===== src/rtl/wb_arb_pkg.sv =====
// wb_arb_pkg
// Shared types and helpers for the round-robin Wishbone arbiter and for
// anything else that reuses its rotating-priority picker.
//   arb_state_e : arbiter state encoding (IDLE, OWN, ABORT)
//   idx_width() : width of a master index, never less than one bit
package wb_arb_pkg;

    typedef enum logic [1:0] {
        IDLE  = 2'd0,
        OWN   = 2'd1,
        ABORT = 2'd2
    } arb_state_e;

    // A single master still needs a one-bit index so ports never collapse
    // to zero width.
    function automatic int idx_width(input int n);
        return (n > 2) ? $clog2(n) : 1;
    endfunction

endpackage


===== src/rtl/wb_rr_pick.sv =====
// wb_rr_pick
// Combinational rotating-priority picker. The request vector is rotated so
// the master after last_idx sits at bit 0, priority encoded, and the winning
// offset is rotated back into a master index.
// Ports:
//   req      in  N   request bits, one per master
//   last_idx in  IW  index of the previous owner
//   vld      out 1   at least one request present
//   idx      out IW  winning master index (meaningful only when vld)
module wb_rr_pick
    import wb_arb_pkg::*;
#(
    parameter int N  = 4,
    parameter int IW = idx_width(N)
) (
    input  logic [N-1:0]  req,
    input  logic [IW-1:0] last_idx,
    output logic          vld,
    output logic [IW-1:0] idx
);

    logic [N-1:0] rot;
    int           start;
    int           off;

    // Rotate, find the lowest set bit, then undo the rotation.
    always_comb begin
        start = (int'(last_idx) + 1) % N;
        rot   = '0;
        for (int k = 0; k < N; k++) begin
            rot[k] = req[IW'((start + k) % N)];
        end
        off = 0;
        for (int k = N - 1; k >= 0; k--) begin
            if (rot[k]) off = k;
        end
        vld = |rot;
        idx = IW'((start + off) % N);
    end

endmodule


===== src/rtl/wb_arbiter_rr.sv =====
// wb_arbiter_rr
// Round-robin Wishbone arbiter sharing one slave port among N_MASTERS
// masters. The grant is registered and held for the whole CYC of the owner,
// so bursts and read-modify-write sequences stay atomic; the datapath mux is
// combinational. Every change of owner passes through one IDLE cycle.
// Optional: define WB_ARB_TIMEOUT_EN to add a stall watchdog that aborts a
// hung transfer after TIMEOUT_CYCLES stalled cycles (ABORT state, one-cycle
// error to the owner).
// Ports:
//   clk, rst                        clock, asynchronous active-high reset
//   m_adr/m_dat_w/m_sel/m_cti/m_bte packed master requests, master i at slice i
//   m_cyc/m_stb/m_we                per-master control
//   m_dat_r                         read data broadcast to all masters
//   m_ack/m_err                     per-master responses
//   s_*                             slave request/response
//   gnt                             one-hot current grant
module wb_arbiter_rr
    import wb_arb_pkg::*;
#(
    parameter int N_MASTERS      = 4,
    parameter int WB_ADDR_WIDTH  = 32,
    parameter int WB_DATA_WIDTH  = 32,
    parameter int TIMEOUT_CYCLES = 256
) (
    input  logic                                      clk,
    input  logic                                      rst,
    input  logic [N_MASTERS*WB_ADDR_WIDTH-1:0]        m_adr,
    input  logic [N_MASTERS*WB_DATA_WIDTH-1:0]        m_dat_w,
    input  logic [N_MASTERS*(WB_DATA_WIDTH/8)-1:0]    m_sel,
    input  logic [N_MASTERS*3-1:0]                    m_cti,
    input  logic [N_MASTERS*2-1:0]                    m_bte,
    input  logic [N_MASTERS-1:0]                      m_cyc,
    input  logic [N_MASTERS-1:0]                      m_stb,
    input  logic [N_MASTERS-1:0]                      m_we,
    output logic [WB_DATA_WIDTH-1:0]                  m_dat_r,
    output logic [N_MASTERS-1:0]                      m_ack,
    output logic [N_MASTERS-1:0]                      m_err,
    output logic [WB_ADDR_WIDTH-1:0]                  s_adr,
    output logic [WB_DATA_WIDTH-1:0]                  s_dat_w,
    output logic [WB_DATA_WIDTH/8-1:0]                s_sel,
    output logic [2:0]                                s_cti,
    output logic [1:0]                                s_bte,
    output logic                                      s_cyc,
    output logic                                      s_stb,
    output logic                                      s_we,
    input  logic [WB_DATA_WIDTH-1:0]                  s_dat_r,
    input  logic                                      s_ack,
    input  logic                                      s_err,
    output logic [N_MASTERS-1:0]                      gnt
);

    localparam int IW = idx_width(N_MASTERS);
    localparam int AW = WB_ADDR_WIDTH;
    localparam int DW = WB_DATA_WIDTH;
    localparam int SW = WB_DATA_WIDTH / 8;

    arb_state_e    st_q;
    logic [IW-1:0] gnt_idx_q;
    logic [IW-1:0] last_idx_q;
    logic          pick_vld;
    logic [IW-1:0] pick_idx;
    logic          owner_cyc;
    logic          owner_stb;

    assign owner_cyc = m_cyc[gnt_idx_q];
    assign owner_stb = m_stb[gnt_idx_q];

    wb_rr_pick #(
        .N  (N_MASTERS),
        .IW (IW)
    ) u_pick (
        .req      (m_cyc),
        .last_idx (last_idx_q),
        .vld      (pick_vld),
        .idx      (pick_idx)
    );

`ifdef WB_ARB_TIMEOUT_EN
    localparam int TW = $clog2(TIMEOUT_CYCLES + 1);

    logic [TW-1:0] tmo_cnt_q;
    logic          abort_first_q;
    logic          stalled;

    // A strobe with no response this cycle is what the watchdog counts.
    assign stalled = owner_stb & ~s_ack & ~s_err;
`endif

    // Arbitration FSM. Ownership ends only when the owner drops CYC, and the
    // previous owner becomes the lowest priority for the next pick.
    always_ff @(posedge clk or posedge rst) begin
        if (rst) begin
            st_q       <= IDLE;
            gnt_idx_q  <= '0;
            last_idx_q <= IW'(N_MASTERS - 1);
`ifdef WB_ARB_TIMEOUT_EN
            tmo_cnt_q     <= '0;
            abort_first_q <= 1'b0;
`endif
        end else begin
`ifdef WB_ARB_TIMEOUT_EN
            tmo_cnt_q     <= '0;
            abort_first_q <= 1'b0;
`endif
            case (st_q)
                IDLE: begin
                    if (pick_vld) begin
                        gnt_idx_q <= pick_idx;
                        st_q      <= OWN;
                    end
                end
                OWN: begin
                    if (!owner_cyc) begin
                        last_idx_q <= gnt_idx_q;
                        st_q       <= IDLE;
                    end
`ifdef WB_ARB_TIMEOUT_EN
                    else if (stalled && tmo_cnt_q == TW'(TIMEOUT_CYCLES - 1)) begin
                        st_q          <= ABORT;
                        abort_first_q <= 1'b1;
                    end else if (stalled) begin
                        tmo_cnt_q <= tmo_cnt_q + TW'(1);
                    end
`endif
                end
`ifdef WB_ARB_TIMEOUT_EN
                ABORT: begin
                    if (!owner_cyc) begin
                        last_idx_q <= gnt_idx_q;
                        st_q       <= IDLE;
                    end
                end
`endif
                default: st_q <= IDLE;
            endcase
        end
    end

    // Datapath mux: the owner drives the slave only while in OWN; responses
    // are steered back to the owner alone.
    always_comb begin
        s_adr   = '0;
        s_dat_w = '0;
        s_sel   = '0;
        s_cti   = '0;
        s_bte   = '0;
        s_cyc   = 1'b0;
        s_stb   = 1'b0;
        s_we    = 1'b0;
        m_ack   = '0;
        m_err   = '0;
        m_dat_r = '0;
        gnt     = '0;
        if (st_q == OWN) begin
            s_adr            = m_adr[gnt_idx_q*AW +: AW];
            s_dat_w          = m_dat_w[gnt_idx_q*DW +: DW];
            s_sel            = m_sel[gnt_idx_q*SW +: SW];
            s_cti            = m_cti[gnt_idx_q*3 +: 3];
            s_bte            = m_bte[gnt_idx_q*2 +: 2];
            s_cyc            = owner_cyc;
            s_stb            = owner_stb;
            s_we             = m_we[gnt_idx_q];
            m_ack[gnt_idx_q] = s_ack;
            m_err[gnt_idx_q] = s_err;
        end
`ifdef WB_ARB_TIMEOUT_EN
        if (st_q == ABORT) begin
            m_err[gnt_idx_q] = abort_first_q;
        end
`endif
        if (st_q != IDLE) begin
            m_dat_r        = s_dat_r;
            gnt[gnt_idx_q] = 1'b1;
        end
    end

endmodule

===== config.mk =====
export PLATFORM = sky130hd
export DESIGN_NAME = wb_arbiter_rr
export DESIGN_NICKNAME = d
export VERILOG_FILES = /design/src/rtl/wb_arb_pkg.sv /design/src/rtl/wb_rr_pick.sv /design/src/rtl/wb_arbiter_rr.sv
export SDC_FILE = /design/constraint.sdc
export NUM_CORES = 1
export LEC_CHECK = 0
export ABC_CLOCK_PERIOD_IN_PS = 2200
export BUFFER_PORTS_ARGS = -buffer_cell sky130_fd_sc_hd__buf_2
export CAP_MARGIN = 5
export CORE_AREA = 8 8 173 175
export CTS_CLUSTER_SIZE = 20
export DETAILED_ROUTE_END_ITERATION = 12
export DIE_AREA = 0 0 181 183
export PLACE_DENSITY_LB_ADDON = 0.08
export REMOVE_ABC_BUFFERS = 1
export SLEW_MARGIN = 20
export SYNTH_ARGS = -nofsm -noshare
export SYNTH_HDL_FRONTEND = slang
export SYNTH_SLANG_ARGS = --single-unit
export TNS_END_PERCENT = 50

===== constraint.sdc =====
create_clock -name clk -period 2.2 [get_ports clk]
set_input_delay 0.33 -clock clk [delete_from_list [all_inputs] [get_ports clk]]
set_output_delay 0.33 -clock clk [all_outputs]
set_load 0.02 [all_outputs]

=== Word-level counts from Yosys, hierarchy flattened ===
Cells that the tools add are included.

* Flip-flop bits (word level): 6
* Bits of input ports: 340
* Output and inout bits: 120
* Logic and storage cells: 72

* Add/sub/neg operators: 5
* Multiply operators: 1
* Magnitude comparators: 6
* Equal/unequal tests: 3
* Shifts and indexed selects: 5
* Muxes and demuxes: 39
* Bitwise logic cells: 3
* Reductions and logical operators: 7

{| class="wikitable"
|+ Operator list
! kind !! number
|-
| $shiftx A128 B8 Y32 || 2
|-
| $mux W32 || 3
|-
| $lt A2 B4 Y1 const B || 4
|-
| $mux W4 || 4
|-
| $shiftx A16 B5 Y4 || 1
|-
| $mux W1 || 15
|-
| $bmux W1 S2 || 7
|-
| $mux W2 || 7
|-
| $shiftx A12 B5 Y3 || 1
|-
| $and A4 B4 Y4 || 2
|-
| $shiftx A8 B4 Y2 || 1
|-
| $reduce_and A2 Y1 || 3
|-
| $add A2 B1 Y2 const B || 2
|-
| $add A2 B2 Y2 const B || 2
|-
| $mul A2 B2 Y4 const B || 1
|-
| $ne A2 B2 Y1 const B || 2
|-
| $pmux W2 S2 || 1
|-
| $reduce_or A4 Y1 || 1
|-
| $lt A2 B3 Y1 const B || 1
|-
| $mux W3 || 1
|-
| $add A2 B2 Y2 || 1
|-
| $demux W1 S2 || 1
|-
| $eq A2 B1 Y1 const B || 1
|-
| $ge A2 B1 Y1 const B || 1
|-
| other kinds (4) || 4
|}

=== Logic depth before layout (Yosys ltp) ===
* Word-level depth: 10
* Gate-level depth with buffers: 11
* Gate-level depth less buffers: 10

=== Hierarchy ===
From an unflattened synthesis, not the netlist that was laid out.

* Cells, all modules: 273
* Area total of the unflattened synthesis: 3061.7 sq um

{| class="wikitable"
|+ Modules (own cells, without submodules)
! module !! times used !! cells each !! area an instance (sq um) !! sequential area each (sq um)
|-
| wb_arbiter_rr || 1 || 248 || 2869.0 || 127.6
|-
| wb_rr_pick || 1 || 25 || 192.7 || 0.0
|}

=== Worst setup path before layout ===
Ideal clock, no wire load.

* Path kind: flip-flop to flip-flop
* From: register last_idx_q[1]
* To: register gnt_idx_q[1]
* Library setup time: 125 ps
* Data arrival time: 1955 ps
* Required time: 2075 ps
* Slack: 120 ps
* Stages on the path, launching flop included: 12
* Path buffers: 1
* Clock period less this slack: 2080 ps
* Cell sequence: dfstp_2 -> buf_2 -> nand2_1 -> a21oi_1 -> nor2_1 -> a211oi_1 -> a21oi_1 -> ha_1 -> xnor2_1 -> xnor2_1 -> xnor2_1 -> mux2_2

* Word-level cells in the longest chain between the ends: 10
* Elaborated cells on any way between the ends: 23
* Those cells by class: 5 x add/sub; 16 x mux; 2 x reduce/logical

{| class="wikitable"
|+ Ends and longest elaborated chain
! element !! RTL line !! text
|-
| start, declared || wb_arbiter_rr.sv:59 || <nowiki>logic [IW-1:0] last_idx_q;</nowiki>
|-
| start signal, assigned || wb_arbiter_rr.sv:95 || <nowiki>last_idx_q <= IW'(N_MASTERS - 1);</nowiki>
|-
| start signal, assigned || wb_arbiter_rr.sv:114 || <nowiki>last_idx_q <= gnt_idx_q;</nowiki>
|-
| $add A2 B1 Y2 * || wb_rr_pick.sv:28 || <nowiki>start = (int'(last_idx) + 1) % N;</nowiki>
|-
| $add A2 B1 Y2 || wb_rr_pick.sv:31 || <nowiki>rot[k] = req[IW'((start + k) % N)];</nowiki>
|-
| $bmux W1 S2 || wb_rr_pick.sv:31 ||
|-
| $mux W1 (not written as such) (2 in a row) || wb_rr_pick.sv:31 ||
|-
| $mux W2 (4 in a row) || wb_rr_pick.sv:35 || <nowiki>if (rot[k]) off = k;</nowiki>
|-
| $add A2 B2 Y2 || wb_rr_pick.sv:38 || <nowiki>idx = IW'((start + off) % N);</nowiki>
|-
| end signal, assigned || wb_arbiter_rr.sv:108 || <nowiki>gnt_idx_q <= pick_idx;</nowiki>
|-
| end, declared || wb_arbiter_rr.sv:58 || <nowiki>logic [IW-1:0] gnt_idx_q;</nowiki>
|}

Mark *: on every way between the ends. The rest lies on a longest branch, timed or not. The select of a mux whose other input is x is not followed.
A chain may end at the register's enable or synchronous reset.

=== Final worst setup path ===
* From: register gnt_idx_q[0]
* To: output port s_sel[3]

* Word-level cells in the longest chain between the ends: 2

{| class="wikitable"
|+ Ends and longest elaborated chain
! element !! RTL line !! text
|-
| $shiftx A16 B5 Y4 || wb_arbiter_rr.sv:157 || <nowiki>s_sel = m_sel[gnt_idx_q*SW +: SW];</nowiki>
|-
| $mux W4 || wb_arbiter_rr.sv:154 || <nowiki>if (st_q == OWN) begin</nowiki>
|-
| end, declared || wb_arbiter_rr.sv:40 || <nowiki>output logic [WB_DATA_WIDTH/8-1:0] s_sel,</nowiki>
|}

No other way between the ends.

==> metrics.md <==
| Metric | Value |
|---|---|
| Sequential area share after synthesis | under 10% |
| Tcrit/Tclk final | 102% |
| Top post-synthesis cells by area | mux4_2 (57%), and2_1 (24%), dfrtp_1 (2.5%), dfstp_2 (1.8%), buf_2 (1.5%) |
| Arrival time worst endpoint | ~1900 ps |
| DP Wirelength | between 15000 and 20000 um |
| Die Y | 183 um |
| Largest family of logic cells by synthesized area | multiplexers |
| Post-synth top area cell | mux4_2 |
| Maximum fanout along the worst path | 16 |
| Slew at the pin closest to its max-slew limit | 441 ps |
| Post-Synth XOR/XNOR Area | 0.882% |
| Min-Delay Path Class | in2async |
| ANT nets after route | 0 |
| Post-synthesis mux area share | approximately three fifths |
| Drt pass-1 iters | 4 |
| Layout Cells excl Fill | roughly 1.1k |
| Die ar. | approximately 0.033 sq mm |
| Clk sinks | 5 |
| YS warnings | 0 |
| CTS Root Cell | clkbuf_16 |
| Hold Vio Cnt, Final | 0 |
| Cell variety after synth | 27 |
| Total GRT Usage | 11.2% |
| Syn_area_per_cell | around 11 sq um |
| Post-synth EDFFs | 0 |
| CP Capture Type | output pin |
| DR vias | around 4.2k |
| DR WL/cell | 19.4 um |
| Fraction of synthesized cell area taken by the top area cell type | a little under three fifths |
| Io pins | 460 |
| Initial Utilization | 10.9% |
| Register bit total from synthesis | 5 |
| Fmax achieved | approximately 450 MHz |
| Vias in the first global route | roughly 4.7k |
| Overflow after GRT | 0 |
| Area grow syn2layout | 102% |
| CP startpoint kind | register |
| Post-synthesis simple-gate area fraction | around 28% |
| Final Slew Violations | 0 |
| Critical path class | reg2out |
| CP required | approximately 1900 ps |
| Initial antenna violation count | 4 |
| GPL Wtd Cong | between 0.7 and 0.8 |
| Share of cells above drive strength 1 | between 80% and 90% |
| Minimum clock period | 2230 ps |
| Die Wd | roughly 180 um |
| Mapped Cells | around 270 |
| Clock transition at path regs | ~30 ps |
| Core Region | about 0.027 sq mm |
| Hold WS | 1.87 ps |
| Max VDD drop | roughly 0.00038 V |
| Asr flop ratio synth | 100% |
| Final Util | between 20% and 30% |
| Final Setup Violations | 29 |
| # H-tree levels | 1 |
| Num CTS Buffers | 3 |
| First-pass GRT wire length | roughly 29000 um |
| Clk Latency, worst-skew pair | 230 ps |
| Via density | 3.94 |
| Final Routed Wirelength | between 20000 and 25000 um |
| Maximum root-to-sink buffer count | 2 |
| Setup Skew | between 3 and 4 ps |
| Nets | ~1.1k |
| Failing checks | negative setup slack |
| Residual DRC | 0 |
| TritonCTS clock tree | built |
| Dpl ws | 135 ps |
| Status | complete, but fails checks |
| Initial DRC count | between 80 and 90 |
| Power density over the cells | roughly 1300 mW/mm^2 |
| PnR worst setup slack | -33.7 ps |
| Max_cap viols | 0 |
| RSZ-0062 raised after global routing | true |
| Commonest non-fill, non-tap cell in the layout | buf_2 |
| Commonest non-fill, non-tap cells in the layout | buf_2 (450), and2_1 (107), mux4_2 (76) |
| Placed insts | between 1k and 1.5k |
| Compound-Gate Fraction of Synth Area | under 10% |
| Row cnt | between 60 and 70 |
| Pleak | about 3 nW |
| Slew Limit Headroom | 70.6% |
| Port Buffers | ~460 |
| Cell Area, Synth | between 0.002 and 0.003 sq mm |
| Main synth FF type | dfrtp_1 |
| Post-Synth Adder-Cell Area | less than 1% |
| Largest net degree at the start of global routing | between 50 and 60 |
[power breakdown]
part	switching (mW)	total [mW]	leakage [nW]	internal (mW)
Clock	0.0617	0.302	0.0382	0.240
Combinational	3.52	7.01	2.99	3.49
Sequential	0.212	0.385	0.0529	0.173
[layer usage]
metal	vias to the layer above	wire (um)	track usage, %
li1	1922	-	-
met1	2000	7300	11.8
met2	250	11200	21.6
met3	22	1820	3.82
met4	4	261	1.71
met5	-	31	0
[cell families after synthesis]
logic type	after synthesis
simple gates	136
mux	80
buf+inv	34
compound gates	9
flops	5
xor+xnor	3
fa+ha+maj	1
[worst max-delay path, cell delays in order (launching register included)]
cell,delay (ps)
dfrtp_4,490
bufbuf_16,350
mux4_2,500
and2_1,160
buf_2,160
[final timing paths]
check,from,endpoint,slack (ps),cells after the start
hold / removal,rst,gnt_idx_q[0]$_DFFE_PP0P_,2,2
hold reg to reg,last_idx_q[0]$_DFFE_PP1P_,last_idx_q[0]$_DFFE_PP1P_,680,1
setup / recovery,gnt_idx_q[0]$_DFFE_PP0P_,s_sel[3],-30,4
max in group asynchronous,rst,last_idx_q[0]$_DFFE_PP1P_,1950,2
min in group clk,last_idx_q[0]$_DFFE_PP1P_,last_idx_q[0]$_DFFE_PP1P_,680,1
setup reg to reg,last_idx_q[1]$_DFFE_PP1P_,gnt_idx_q[1]$_DFFE_PP0P_,150,10
[synth_stat cells (2+ instances only)]
library cell / n
nor2b_1: 2
nor2_1: 8
buf_2: 9
mux4_2: 76
a21oi_1: 5
buf_4: 2
and2_1: 116
xnor2_1: 3
mux2_2: 2
dfstp_2: 2
or2_2: 2
inv_1: 3
mux2_4: 2
nand2_1: 3
dfrtp_1: 3
buf_1: 7
o32ai_1: 2
clkbuf_1: 12
[sequential cells by signal, summed over array words and instances, names as in the netlist]
register    flops
last_idx_q      2
st_q            1
gnt_idx_q       2
[area by class of cell]
cell class	instances	area, sq um
Antenna cell	2	5.00
Clock buffer	4	78.8
Fill cell	3024	21300
Inverter	3	11.3
Multi-Input combinational cell	229	2720
Sequential cell	5	136
Tap cell	346	433
Timing Repair Buffer	476	2630
[stage by stage]
stage                     instance area (sq um)  total power [mW]  setup TNS, ps
after global routing                       6020              8.28          -2790
after CTS                                  5870              7.53          -1080
after global placement                     5740              7.10              0
final                                      6020              7.70           -518
after floorplan                            2840              4.46        -190300
after detailed placement                   5740              7.07              0
[what timing repair did]
| item | CTS | global route |
|---|---|---|
| endpoints found under the setup margin | 9 | 55 |
| gates cloned | 1 | 2 |
| gates resized for setup | 4 | 22 |
| hold buffers | 0 | 0 |
| buffers inserted | 0 | 3 |
(Power assumes the default switching activity.)
